[src/rtl/mac_pkg.sv]
// Shared types and constants for the MAC array output path.
package mac_pkg;

  localparam int LANES  = 4;
  localparam int LANE_W = 16;
  localparam int ROWS   = 4;

  localparam logic [LANE_W-1:0] SAT_MAX = 16'h7FFF;
  localparam logic [LANE_W-1:0] SAT_MIN = 16'h8000;

  typedef enum logic [1:0] {IDLE, CAPTURE, WRITE, DONE} ostate_t;

  // One result row: lane i sits in bits [16i+15:16i]
  typedef logic [LANES-1:0][LANE_W-1:0] row_t;

endpackage

[src/rtl/output_stage_sat_add_lanes.sv]
// Lane-wise signed saturating adder over one result row.
// Purely combinational: no latency, no flow control.
module sat_add_lanes
  import mac_pkg::*;
(
  input  row_t a,
  input  row_t b,
  output row_t y
);

  for (genvar i = 0; i < LANES; i++) begin : g_lane
    logic [LANE_W:0] sum;

    assign sum = {a[i][LANE_W-1], a[i]} + {b[i][LANE_W-1], b[i]};
    // Top two bits disagree only on overflow; the 17th bit gives the true sign
    assign y[i] = (sum[LANE_W] != sum[LANE_W-1]) ? (sum[LANE_W] ? SAT_MIN : SAT_MAX)
                                                 : sum[LANE_W-1:0];
  end

endmodule

[src/rtl/output_stage.sv]
// Tile-pass receiver: captures four MAC rows per pass, accumulates them across depth passes,
// writes the tile out on the final pass (holding each write while OREADY is low) and pulses Tile_Done.
module output_stage
  import mac_pkg::*;
(
  input  logic                    CLK,
  input  logic                    RSTN,
  input  logic                    START_CALC,
  input  logic                    FIRST,
  input  logic                    LAST,
  input  logic [3:0]              ODST,
  input  logic                    MAC_VLD,
  input  logic [LANES*LANE_W-1:0] MAC_DATA,
  input  logic                    OREADY,
  output logic                    OWE,
  output logic [5:0]              OADDR,
  output logic [LANES*LANE_W-1:0] ODATA,
  output logic                    Tile_Done,
  output logic                    BUSY,
  output logic                    ERR
);

  ostate_t    state_q, state_d;
  logic       first_q, last_q;
  logic [3:0] tile_q;
  logic [1:0] rc, wc;
  logic       err_q;
  row_t       buf_q [ROWS];
  row_t       acc_base, acc_sum;
  logic       accept, wr_acc, proto_err;

  assign accept    = (state_q == CAPTURE) && START_CALC && MAC_VLD;
  assign wr_acc    = (state_q == WRITE) && OREADY;
  assign proto_err = (MAC_VLD && (state_q != CAPTURE)) || ((state_q == CAPTURE) && !START_CALC);

  // A FIRST pass adds onto zero, so one adder serves both overwrite and accumulate
  assign acc_base = first_q ? '0 : buf_q[rc];

  sat_add_lanes u_sat (
    .a (acc_base),
    .b (MAC_DATA),
    .y (acc_sum)
  );

  always_ff @(posedge CLK or negedge RSTN) begin
    if (!RSTN) state_q <= IDLE;
    else       state_q <= state_d;
  end

  always_comb begin
    state_d = state_q;
    case (state_q)
      IDLE:    if (START_CALC) state_d = CAPTURE;
      CAPTURE: begin
        if (!START_CALC)                  state_d = IDLE;
        else if (MAC_VLD && rc == 2'd3)   state_d = last_q ? WRITE : DONE;
      end
      WRITE:   if (OREADY && wc == 2'd3) state_d = DONE;
      DONE:    state_d = IDLE;
      default: state_d = IDLE;
    endcase
  end

  always_ff @(posedge CLK or negedge RSTN) begin
    if (!RSTN) begin
      first_q <= 1'b0;
      last_q  <= 1'b0;
      tile_q  <= '0;
      rc      <= '0;
      wc      <= '0;
      err_q   <= 1'b0;
      for (int r = 0; r < ROWS; r++) buf_q[r] <= '0;
    end else begin
      if (state_q == IDLE && START_CALC) begin
        first_q <= FIRST;
        last_q  <= LAST;
        tile_q  <= ODST;
        rc      <= '0;
        wc      <= '0;
      end
      if (accept) begin
        buf_q[rc] <= acc_sum;
        rc        <= rc + 2'd1;
      end
      if (wr_acc)    wc    <= wc + 2'd1;
      if (proto_err) err_q <= 1'b1;
    end
  end

  // Outputs decode registered state only; address and data read as zero outside WRITE
  always_comb begin
    OWE       = 1'b0;
    OADDR     = '0;
    ODATA     = '0;
    Tile_Done = (state_q == DONE);
    BUSY      = (state_q != IDLE);
    ERR       = err_q;
    if (state_q == WRITE) begin
      OWE   = 1'b1;
      OADDR = {tile_q, wc};
      ODATA = buf_q[wc];
    end
  end

endmodule
[config.mk]
export PLATFORM = sky130hd
export DESIGN_NAME = output_stage
export DESIGN_NICKNAME = d
export VERILOG_FILES = /design/src/rtl/mac_pkg.sv /design/src/rtl/output_stage_sat_add_lanes.sv /design/src/rtl/output_stage.sv
export SDC_FILE = /design/constraint.sdc
export NUM_CORES = 1
export LEC_CHECK = 0
export BUFFER_PORTS_ARGS = -buffer_cell sky130_fd_sc_hd__buf_2
export CORE_ASPECT_RATIO = 1.5
export CORE_MARGIN = 4
export CORE_UTILIZATION = 55
export CTS_CLUSTER_DIAMETER = 100
export DETAILED_ROUTE_END_ITERATION = 7
export PLACE_DENSITY = 0.77
export SLEW_MARGIN = 20
export SYNTH_ARGS = -nofsm -noshare
export SYNTH_HDL_FRONTEND = slang
export SYNTH_SLANG_ARGS = --single-unit
[constraint.sdc]
create_clock -name CLK -period 3.9 [get_ports CLK]
set_input_delay 0.195 -clock CLK [delete_from_list [all_inputs] [get_ports CLK]]
set_output_delay 0.195 -clock CLK [all_outputs]
set_load 0.05 [all_outputs]
Word-level counts from Yosys, hierarchy flattened

Cells that the tools add are included.
W data, S select, Z words.

Add/subtract/negate cells: 6
$lt $le $gt $ge: 3
Equal/unequal tests: 13
Mux-type cells: 30
Bitwise logic cells: 2
Reduce and logical (&&, ||, !) cells: 16

Operators with widths:

| operator              | count |
|---|---|
| $mux W64              | 7 |
| $bmux W64 S2          | 2 |
| $bwmux W256           | 1 |
| $demux W64 S2         | 1 |
| $mux W16              | 8 |
| $add A16 B16 Y17      | 4 |
| $mux W2               | 7 |
| $logic_and A1 B1 Y1   | 9 |
| $eq A2 B2 Y1 const B  | 4 |
| $pmux W2 S4           | 1 |
| $ge A3 B3 Y1 const B  | 2 |
| $mux W6               | 1 |
| $not A2 Y3            | 2 |
| $reduce_bool A2 Y1    | 3 |
| $add A2 B1 Y2 const B | 2 |
| $ne A1 B1 Y1          | 4 |
| $ne A2 B1 Y1 const B  | 2 |
| $lt A3 B1 Y1 const B  | 1 |
| $ne A3 B2 Y1 const B  | 1 |
| $reduce_and A3 Y1     | 1 |
| $eq A2 B1 Y1 const B  | 1 |
| $logic_not A2 Y1      | 1 |
| $mux W1               | 2 |
| $ne A2 B2 Y1 const B  | 1 |
| other kinds (2)       | 2 |

Register bits: 269
Input port bits: 75
Output and inout bits: 74
Logic and storage cells: 93

Logic depth before layout (Yosys ltp)

Gate-level depths: netlist of run 1.

Word-level depth: 9
Mapped depth: 16
Gate-level depth less buffers: 13

Modules after synthesis

Synthesis of run 1 repeated with hierarchy kept, for this count alone.

Cells, all modules: 1512
Area, all modules: 18641.6 µm²

By module, submodules not included:

| module        | instances | cells an instance | area each (µm²) | seq. area each (µm²) |
|---|---|---|---|---|
| output_stage  | 1         | 901               | 14217.4         | 6731.5 |
| sat_add_lanes | 1         | 611               | 4424.2          | 0.0 |

Worst setup path before layout of run 1

No wires, ideal clock.

Path type: reg2reg
Start point: reg rc[0]
End point: reg buf_q[142] (netlist name)
Setup time: 0.065 ns
Arrival: 4.165 ns
Data required time: 3.835 ns
Setup slack: -0.330 ns
Stages on the path, launching flop included: 16
Path buffers: 2
Period minus slack after synthesis: 4.230 ns
Cells stage by stage: dfrtp_1 clkbuf_1 buf_1 mux4_2 nor2b_1 ha_1 inv_1 fa_1 nor2b_1 o31a_1 o211a_1 o31a_1 o21a_1 or4_1 o211ai_2 mux2_2

Cells in the longest elaborated chain, start to end: 9
Elaborated cells on any way between the ends: 15
Those cells by class: add/sub: 1; order compare: 2; eq/ne: 1; mux: 9; bitwise: 1; reduce/logical: 1

Ends and longest elaborated chain:

| what                                        | line                                   | text |
|---|---|---|
| start: declaration                          | output_stage.sv:26                     | `logic [1:0] rc, wc;` |
| start signal: assignment                    | output_stage.sv:83                     | `rc <= rc + 2'd1;` |
| $not A2 Y3 (not written as such) *          | output_stage.sv:37, output_stage.sv:82 |  |
| $bmux W64 S2                                | output_stage.sv:37                     | `assign acc_base = first_q ? '0 : buf_q[rc];` |
| $mux W64 (not written as such) (2 in a row) | output_stage.sv:37                     |  |
| $mux W64                                    | output_stage.sv:37                     |  |
| $add A16 B16 Y17                            | output_stage_sat_add_lanes.sv:14       | `assign sum = {a[i][LANE_W-1], a[i]} + {b[i][LANE_W-1], b[i]};` |
| $mux W16 or $ne A1 B1 Y1 (tied branches)    | output_stage_sat_add_lanes.sv:16       | `assign y[i] = (sum[LANE_W] != sum[LANE_W-1]) ? (sum[LANE_W] ? SAT_MIN : SAT_MAX)` |
| $mux W16                                    | output_stage_sat_add_lanes.sv:16       |  |
| $bwmux W256 *                               | output_stage.sv:82                     | `buf_q[rc] <= acc_sum;` |
| end signal: indexed assignment              | output_stage.sv:82                     |  |
| end: declaration                            | output_stage.sv:28                     | `row_t buf_q [ROWS];` |

Every way passes the cells marked *; elsewhere a longest branch is shown, timed or not. The select of a mux whose other input is x is not followed.
A chain may end at the register's enable or synchronous reset.

Final worst setup path of run 1

Start point: reg rc[0]
End point: reg buf_q[129] (netlist name)

The elaborated chain is that of the path after synthesis.

==> flow_metrics.py, run 1 <==
metrics = {
    "logic_synthesis": {
        "syn-num-nets": 1775,
        "synthCells": 1627,
        "yosysSeqAreaShare": 0.3871,
        "synth-simple-area-share": 0.1355,
        "synthFlopType": "dfrtp_1",
        "ys_async_sr_fraction": 1.000,
        "muxShareOfSynthArea": 0.2255,
        "synth-adder-area-share": 0.05597,
        "synth_top_family_by_area": "multiplexers",
        "synth-seq-cells": 269,
        "yosys_warnings": 0,
        "synth.distinct_cells": 73,
        "avgSynthCellArea_um2": 10.69,
        "synth_compound_area_frac": 0.1456,
        "synth_xor_area_frac": 0.02115,
        "synth_area_um2": 17390,
        "synth-edff-count": 0,
    },
    "worst_setup_path": {
        "cpMostUsedCell": "nor2b_1",
        "worstPathArrival_ns": 4.28,
        "crit_fanout": 6,
        "crit_path_end_kind": "flip-flop",
        "cp-start-kind": "flip-flop",
        "required_ns": 4.30,
        "r2r_start": "rc[0]$_DFFE_PN0P_",
        "path_cells": "buf_12, mux4_2, nor2b_1, ha_1, inv_1, fa_1, nor2b_1, o31a_1, o211a_4, a2111oi_1, mux2_2, nor2_1, nor2_2, a21oi_1",
        "setup.worst_path.class": "flip-flop to flip-flop",
        "crit_path_start": "rc[0]$_DFFE_PN0P_",
        "slowest_stage": "a2111oi_1",
        "cp_slowest_stage_delay_ns": 0.60,
    },
    "drt": {
        "dr.max_layer_used": "met4",
        "dr_wl_met3_um": 2489,
        "vias": 14217,
        "firstDrtPassIters": 8,
        "drc": 0,
        "drt_iter0_drc": 961,
        "routed_wl_um": 48850,
        "post_drt_wl_per_cell_um": 21.44,
        "met2_length_um": 26130,
        "drt-met1-wl_um": 18020,
        "avgViaCountPerCell": 6.241,
        "ant_nets": 0,
    },
    "sta": {
        "maxSlewViolCount": 0,
        "setup-tns-final_ns": 0,
        "tightest_slew_ns": 1.056,
        "min_period_ns": 3.888,
        "finalSetupViolations": 0,
        "finalHoldViolCount": 0,
        "rsz0062_at_grt": "yes",
        "max_freq_mhz": 257.2,
        "finClkSkew_ns": 0.01189,
        "slew_headroom": 0.2942,
        "fin_crit_sh": 0.9968,
    },
    "clock_tree": {
        "clock_latency_ns": 0.55,
        "cts_max_level": 1,
        "cts_max_path_buffers": 3,
        "cts_tree": "done",
        "clk_pin_slew_ns": 0.06,
        "cts_buffers": 26,
        "cts.sinks": 269,
        "clockRootBuffer": "clkbuf_16",
    },
    "placement": {
        "numPortBuffers": 148,
        "gp_congestion": 0.9558,
        "dp_hpwl_um": 33190,
    },
    "die": {
        "die_w_um": 153.2,
        "coreArea_um2": 31140,
        "die_h_um": 225.8,
        "io_pins": 149,
        "rows": 79,
        "fp.dieArea_um2": 34590,
        "initial_core_util": 0.5586,
    },
    "power": {
        "p_leak_nw": 9.364,
        "powerDensity_nw_per_um2": 705.0,
        "vdd_drop_max_mv": 0.4406,
    },
    "layout": {
        "drive_gt1_frac": 0.3588,
        "fin_util": 0.6747,
        "nNetsFinal": 2001,
        "antennaDiodeCount": 0,
        "area_delta_synth_final_pct": 20.80,
    },
    "hold_path": {
        "hp-start": "START_CALC",
        "hold_path_class": "primary input to flip-flop",
    },
    "global_routing": {
        "antenna_found_initial": 0,
        "grtUsageTotal": 0.2766,
        "grt_pass1_wl_um": 77130,
        "overflow": 0,
        "grt_start_max_net_pins": 116,
        "grt_pass1_vias": 14839,
    },
    "flow_run": {
        "cap_violations": 0,
    },
    "run_status": {
        "status": "finished clean",
    },
}
[sequential cells by signal, summed over array words and instances (netlist names), named ones only]
register  flops
buf_q       256
tile_q        4
rc            2
wc            2
ERR           1
first_q       1
last_q        1
state_q       1
[per-layer routing]
| layer | global-route usage | vias up |
|---|---|---|
| li1 | - | 6421 |
| met1 | 0.3265 | 7165 |
| met2 | 0.5084 | 497 |
| met3 | 0.03221 | 134 |
| met4 | 0.1205 | 0 |
| met5 | 0 | - |
[logic make-up (layout without fill, tap and decap cells)]
family	count (synthesis)	count (layout)
AOI/OAI and AO/OA	405	405
xor gates and xnor gates	42	42
adders and majority gates	76	76
buffers and inverters	131	376
DFF	269	269
muxes	225	225
and+or+nand+nor	479	480
[per-stage QoR]
step | setup slack [ns] | instances | power, mW | hold slack [ns] | area, um^2
after floorplan | -0.05303 | 1627 | 9.250 | -0.1006 | 17400
after global placement | -0.1242 | 2204 | 11.12 | 0.1747 | 19380
after detailed placement | -0.1966 | 2204 | 11.43 | 0.1813 | 19380
after CTS | -0.03696 | 2264 | 14.22 | 0.05765 | 20450
after global routing | -0.1437 | 2278 | 15.76 | 0.08151 | 21010
final | 0.01242 | 2278 | 14.81 | 0.07979 | 21010
[critical path, delay by kind of cell (launching register included)]
| family | cells | cell delay (ns) |
|---|---|---|
| AOI/OAI and AO/OA | 4 | 1.29 |
| adders and majority gates | 2 | 0.45 |
| buffers and inverters | 2 | 0.23 |
| DFF | 1 | 0.44 |
| muxes | 2 | 0.85 |
| and+or+nand+nor | 4 | 0.47 |
[placed cells by master (no fill, tap or decap), types with 63 or more instances in the layout]
cell type / n
nand2_1: 171
nor2b_1: 71
buf_4: 117
dfrtp_1: 264
ha_1: 63
buf_2: 147
and2_1: 78
o21ai_0: 117
mux4_2: 124
mux2_2: 94
[what timing repair did]
item | in CTS | in global routing
endpoints found under the setup margin | 135 | 247
hold endpoints to repair | 71 | 0
gates cloned | 0 | 1
setup buffers | 2 | 13
resized for setup | 14 | 123
pin swaps | 4 | 24
hold buffers | 10 | 0
[power breakdown]
group | total [mW] | internal [mW] | switching (mW)
Sequential | 4.69 | 3.87 | 0.819
Clock | 2.66 | 1.53 | 1.13
Combinational | 7.46 | 3.72 | 3.74
[path summary, 6_finish.rpt]
path	end	slack, ns	cells after the start
worst max-delay path	buf_q[129]$_DFFE_PN0P_	0.01	14
worst min-delay path	rc[0]$_DFFE_PN0P_	0.08	3
worst max register to register	buf_q[129]$_DFFE_PN0P_	0.01	14
worst min register to register	buf_q[105]$_DFFE_PN0P_	0.49	2
max in group asynchronous	rc[1]$_DFFE_PN0P_	2.68	3
min in group asynchronous	buf_q[76]$_DFFE_PN0P_	0.19	2
[Yosys cell counts (3+ instances only)]
library cell	count	area (um^2)
dfrtp_1	269	6731
nand2_1	180	675.7
o21ai_0	142	710.7
mux4_2	124	2793
mux2_2	95	1070
and2_1	80	500.5
clkbuf_1	80	300.3
nor2b_1	77	481.7
ha_1	69	863.3
nor2_1	66	247.7
a21oi_1	62	310.3
o21ai_1	50	250.2
inv_1	30	112.6
xnor2_1	23	201.4
a21o_1	22	165.2
nor3_1	22	110.1
o21a_1	19	142.6
xor2_1	19	166.4
buf_1	15	56.30
nand2b_1	15	93.84
a211oi_1	13	97.59
nand3_1	13	65.06
a22o_1	10	87.58
a31oi_1	10	62.56
nand4_1	8	50.05
o211ai_1	8	60.06
o22a_1	8	70.07
a211o_1	6	52.55
mux2i_1	6	60.06
o31ai_1	6	45.04
a2111oi_0	5	43.79
or2_2	5	31.28
a21oi_2	4	35.03
buf_2	4	20.02
fa_1	4	80.08
o21bai_1	4	30.03
o31a_1	4	35.03
and3_1	3	18.77
maj3_1	3	30.03
o41ai_1	3	26.28
[cell type report]
type | count | area (um^2)
flip-flops and latches | 269 | 6743
repair buffers | 298 | 2127
fillers | 2288 | 10130
multi-input cells | 1228 | 10620
clock buffers | 36 | 779.5
clock inverters | 12 | 120.1
inverters | 30 | 112.6
well taps | 405 | 506.7
(Power assumes the default switching activity.)
==> inputs of run 2 (changes only) <==
--- a/config.mk
+++ b/config.mk
@@ -6,7 +6,7 @@
 export NUM_CORES = 1
 export LEC_CHECK = 0
 export BUFFER_PORTS_ARGS = -buffer_cell sky130_fd_sc_hd__buf_2
-export CORE_ASPECT_RATIO = 1.5
+export CORE_ASPECT_RATIO = 1.75
 export CORE_MARGIN = 4
 export CORE_UTILIZATION = 55
 export CTS_CLUSTER_DIAMETER = 100
==> run 2 against run 1 <==
Against the previous run:
- register-to-register slack about the same
- first-iteration DRC count increased by 2.6%
- routed wire length increased by 4.7%
- via count increased by 1.6%
- hold slack improved by 0.043 ns
- non-clock buffer count increased by 20
- combinational power increased by 3.4%
- critical endpoint is now buf_q[142]$_DFFE_PN0P_
==> flow_metrics.py, run 2 (synthesized netlist as in run 1, its figures left out) <==
metrics = {
    "layout": {
        "layout.area.seq_um2": 6743,
        "final_cells": 2281,
        "fillCellCount": 2224,
        "multiInputGateArea_um2": 10660,
        "nNetsFinal": 2020,
        "area_delta_synth_final_pct": 21.40,
        "antennaDiodeCount": 0,
        "largest_reg_flops": 256,
        "layout_common_cells": "dfrtp_1 (264), nand2_1 (175), buf_2 (147)",
        "top_register": "buf_q",
        "final_area_um2": 21110,
        "drive_gt1_frac": 0.3566,
        "reg_top3": "buf_q (256), tile_q (4)",
        "final_common_cell": "dfrtp_1",
    },
    "worst_setup_path": {
        "cp-start-kind": "flip-flop",
        "path_buf_inv": 2,
        "setup.worst_path.class": "flip-flop to flip-flop",
        "required_ns": 4.37,
        "crit_fanout": 8,
        "crit_path_end_kind": "flip-flop",
        "path_cells": "buf_12, mux4_2, nor2b_1, ha_2, inv_2, fa_2, nor2b_1, o31a_1, o211a_4, o31a_1, o21a_1, or4_4, o211ai_4, mux2_4",
        "slowest_stage": "or4_4",
        "worstPathArrival_ns": 4.36,
        "cp_slowest_stage_delay_ns": 0.53,
        "cpLargestDelayFamily": "compound AO/OA/AOI/OAI gates",
    },
    "sta": {
        "slew_headroom": 0.3994,
        "rsz0062_at_grt": "yes",
        "tightest_slew_ns": 0.8978,
        "max_freq_mhz": 257.1,
        "fin_crit_sh": 0.9973,
        "fin_ws_ns": 0.01061,
        "finalHoldViolCount": 0,
        "maxSlewViolCount": 0,
        "setup-tns-final_ns": 0,
        "min_period_ns": 3.889,
        "finalSetupViolations": 0,
        "finClkSkew_ns": 0.02307,
    },
    "global_routing": {
        "grt_start_max_net_pins": 104,
        "grt_pass1_vias": 15189,
        "antenna_found_initial": 0,
        "grtUsageTotal": 0.2859,
        "overflow": 0,
        "grt_pass1_wl_um": 78970,
    },
    "clock_tree": {
        "clockRootBuffer": "clkbuf_16",
        "cts_tree": "done",
        "cts_max_level": 1,
        "clk_pin_slew_ns": 0.07,
        "clock_latency_ns": 0.55,
        "cts.sinks": 269,
        "cts_max_path_buffers": 3,
        "cts_buffers": 25,
    },
    "die": {
        "coreArea_um2": 30950,
        "die_w_um": 142.4,
        "rows": 85,
        "initial_core_util": 0.5620,
        "io_pins": 149,
        "die_h_um": 243.2,
        "fp.dieArea_um2": 34640,
    },
    "placement": {
        "place_area_um2": 19350,
        "gp_congestion": 0.9749,
        "dpl.cell_count": 2191,
        "numPortBuffers": 148,
        "post-place-ws_ns": -0.1376,
        "dp_hpwl_um": 34720,
    },
    "drt": {
        "vias": 14451,
        "post_drt_wl_per_cell_um": 22.43,
        "routed_wl_um": 51160,
        "drt_iter0_drc": 986,
        "avgViaCountPerCell": 6.335,
        "drc": 0,
        "firstDrtPassIters": 5,
        "ant_nets": 0,
    },
    "power": {
        "total_power_mw": 14.98,
        "vdd_drop_max_mv": 0.4325,
        "p_leak_nw": 9.418,
        "powerDensity_nw_per_um2": 709.5,
    },
    "hold_path": {
        "hold_path_class": "primary input to flip-flop",
    },
    "flow_run": {
        "cap_violations": 0,
    },
    "run_status": {
        "status": "finished clean",
    },
}
run 2: cell count changes in the layout (fill, tap and decap cells not counted), moves of 4 or more:
cell / previous run / this run
o21ai_2: 14 / 9
nand2_2: 11 / 4
clkbuf_1: 2 / 8
nor3_1: 20 / 15
buf_4: 117 / 143
nand2_1: 171 / 175
a21oi_1: 48 / 56
nor3_2: 2 / 7
o21ai_0: 117 / 121
clkinv_2: 7 / 1
buf_6: 8 / 2
a21oi_2: 17 / 10
buf_12: 14 / 10
run 2: per-layer routing:
metal | up-vias | global-route usage | wire [um]
met1 | 7244 | 0.3218 | 17760
met3 | 186 | 0.03092 | 2697
met4 | 0 | 0.1556 | 3074
li1 | 6469 | - | -
met2 | 552 | 0.5204 | 27630
met5 | - | 0 | 0
run 2: layout make-up:
| type | count | area share |
|---|---|---|
| flip-flops and latches | 269 | 0.3193 |
| well taps | 391 | 0.02317 |
| repair buffers | 318 | 0.1071 |
| multi-input cells | 1228 | 0.5048 |
| inverters | 30 | 0.005333 |
| clock inverters | 6 | 0.005274 |
| clock buffers | 39 | 0.03496 |
run 2: worst paths after layout:
| kind | cells past startpoint | startpoint | to | slack, ns |
|---|---|---|---|---|
| setup / recovery | 14 | rc[0]$_DFFE_PN0P_ | buf_q[142]$_DFFE_PN0P_ | 0.01 |
| hold / removal | 4 | MAC_DATA[0] | buf_q[64]$_DFFE_PN0P_ | 0.12 |
| setup reg to reg | 14 | rc[0]$_DFFE_PN0P_ | buf_q[142]$_DFFE_PN0P_ | 0.01 |
| hold reg to reg | 1 | ERR$_DFFE_PN0P_ | ERR$_DFFE_PN0P_ | 0.47 |
| max in group asynchronous | 3 | RSTN | buf_q[55]$_DFFE_PN0P_ | 2.45 |
| min in group asynchronous | 2 | RSTN | tile_q[3]$_DFFE_PN0P_ | 0.25 |
run 2: power by group:
part	leakage, nW	switching [mW]	total (mW)	internal (mW)
clock network	0.412	1.08	2.58	1.50
logic	5.57	3.88	7.71	3.83
registers	3.44	0.824	4.70	3.87
run 2: timing repair:
action | CTS | global route
hold endpoints to repair | 110 | 0
hold buffers | 10 | 0
pin swaps | 7 | 34
cloned | 1 | 2
resized for setup | 19 | 104
setup endpoints to repair | 132 | 228
buffers inserted | 10 | 23
run 2: tightest hold or removal path: stages:
cell	delay, ns
buf_2	0.09
ha_2	0.15
nor2_1	0.07
o21ai_1	0.11
run 2: through the flow:
step                utilization  hold WS, ns
detailed placement       0.6252       0.2780
finish                   0.6822       0.1231
floorplan                     -      -0.1006
global placement         0.6252       0.2725
global route             0.6822       0.1297
CTS                      0.6612      0.08236
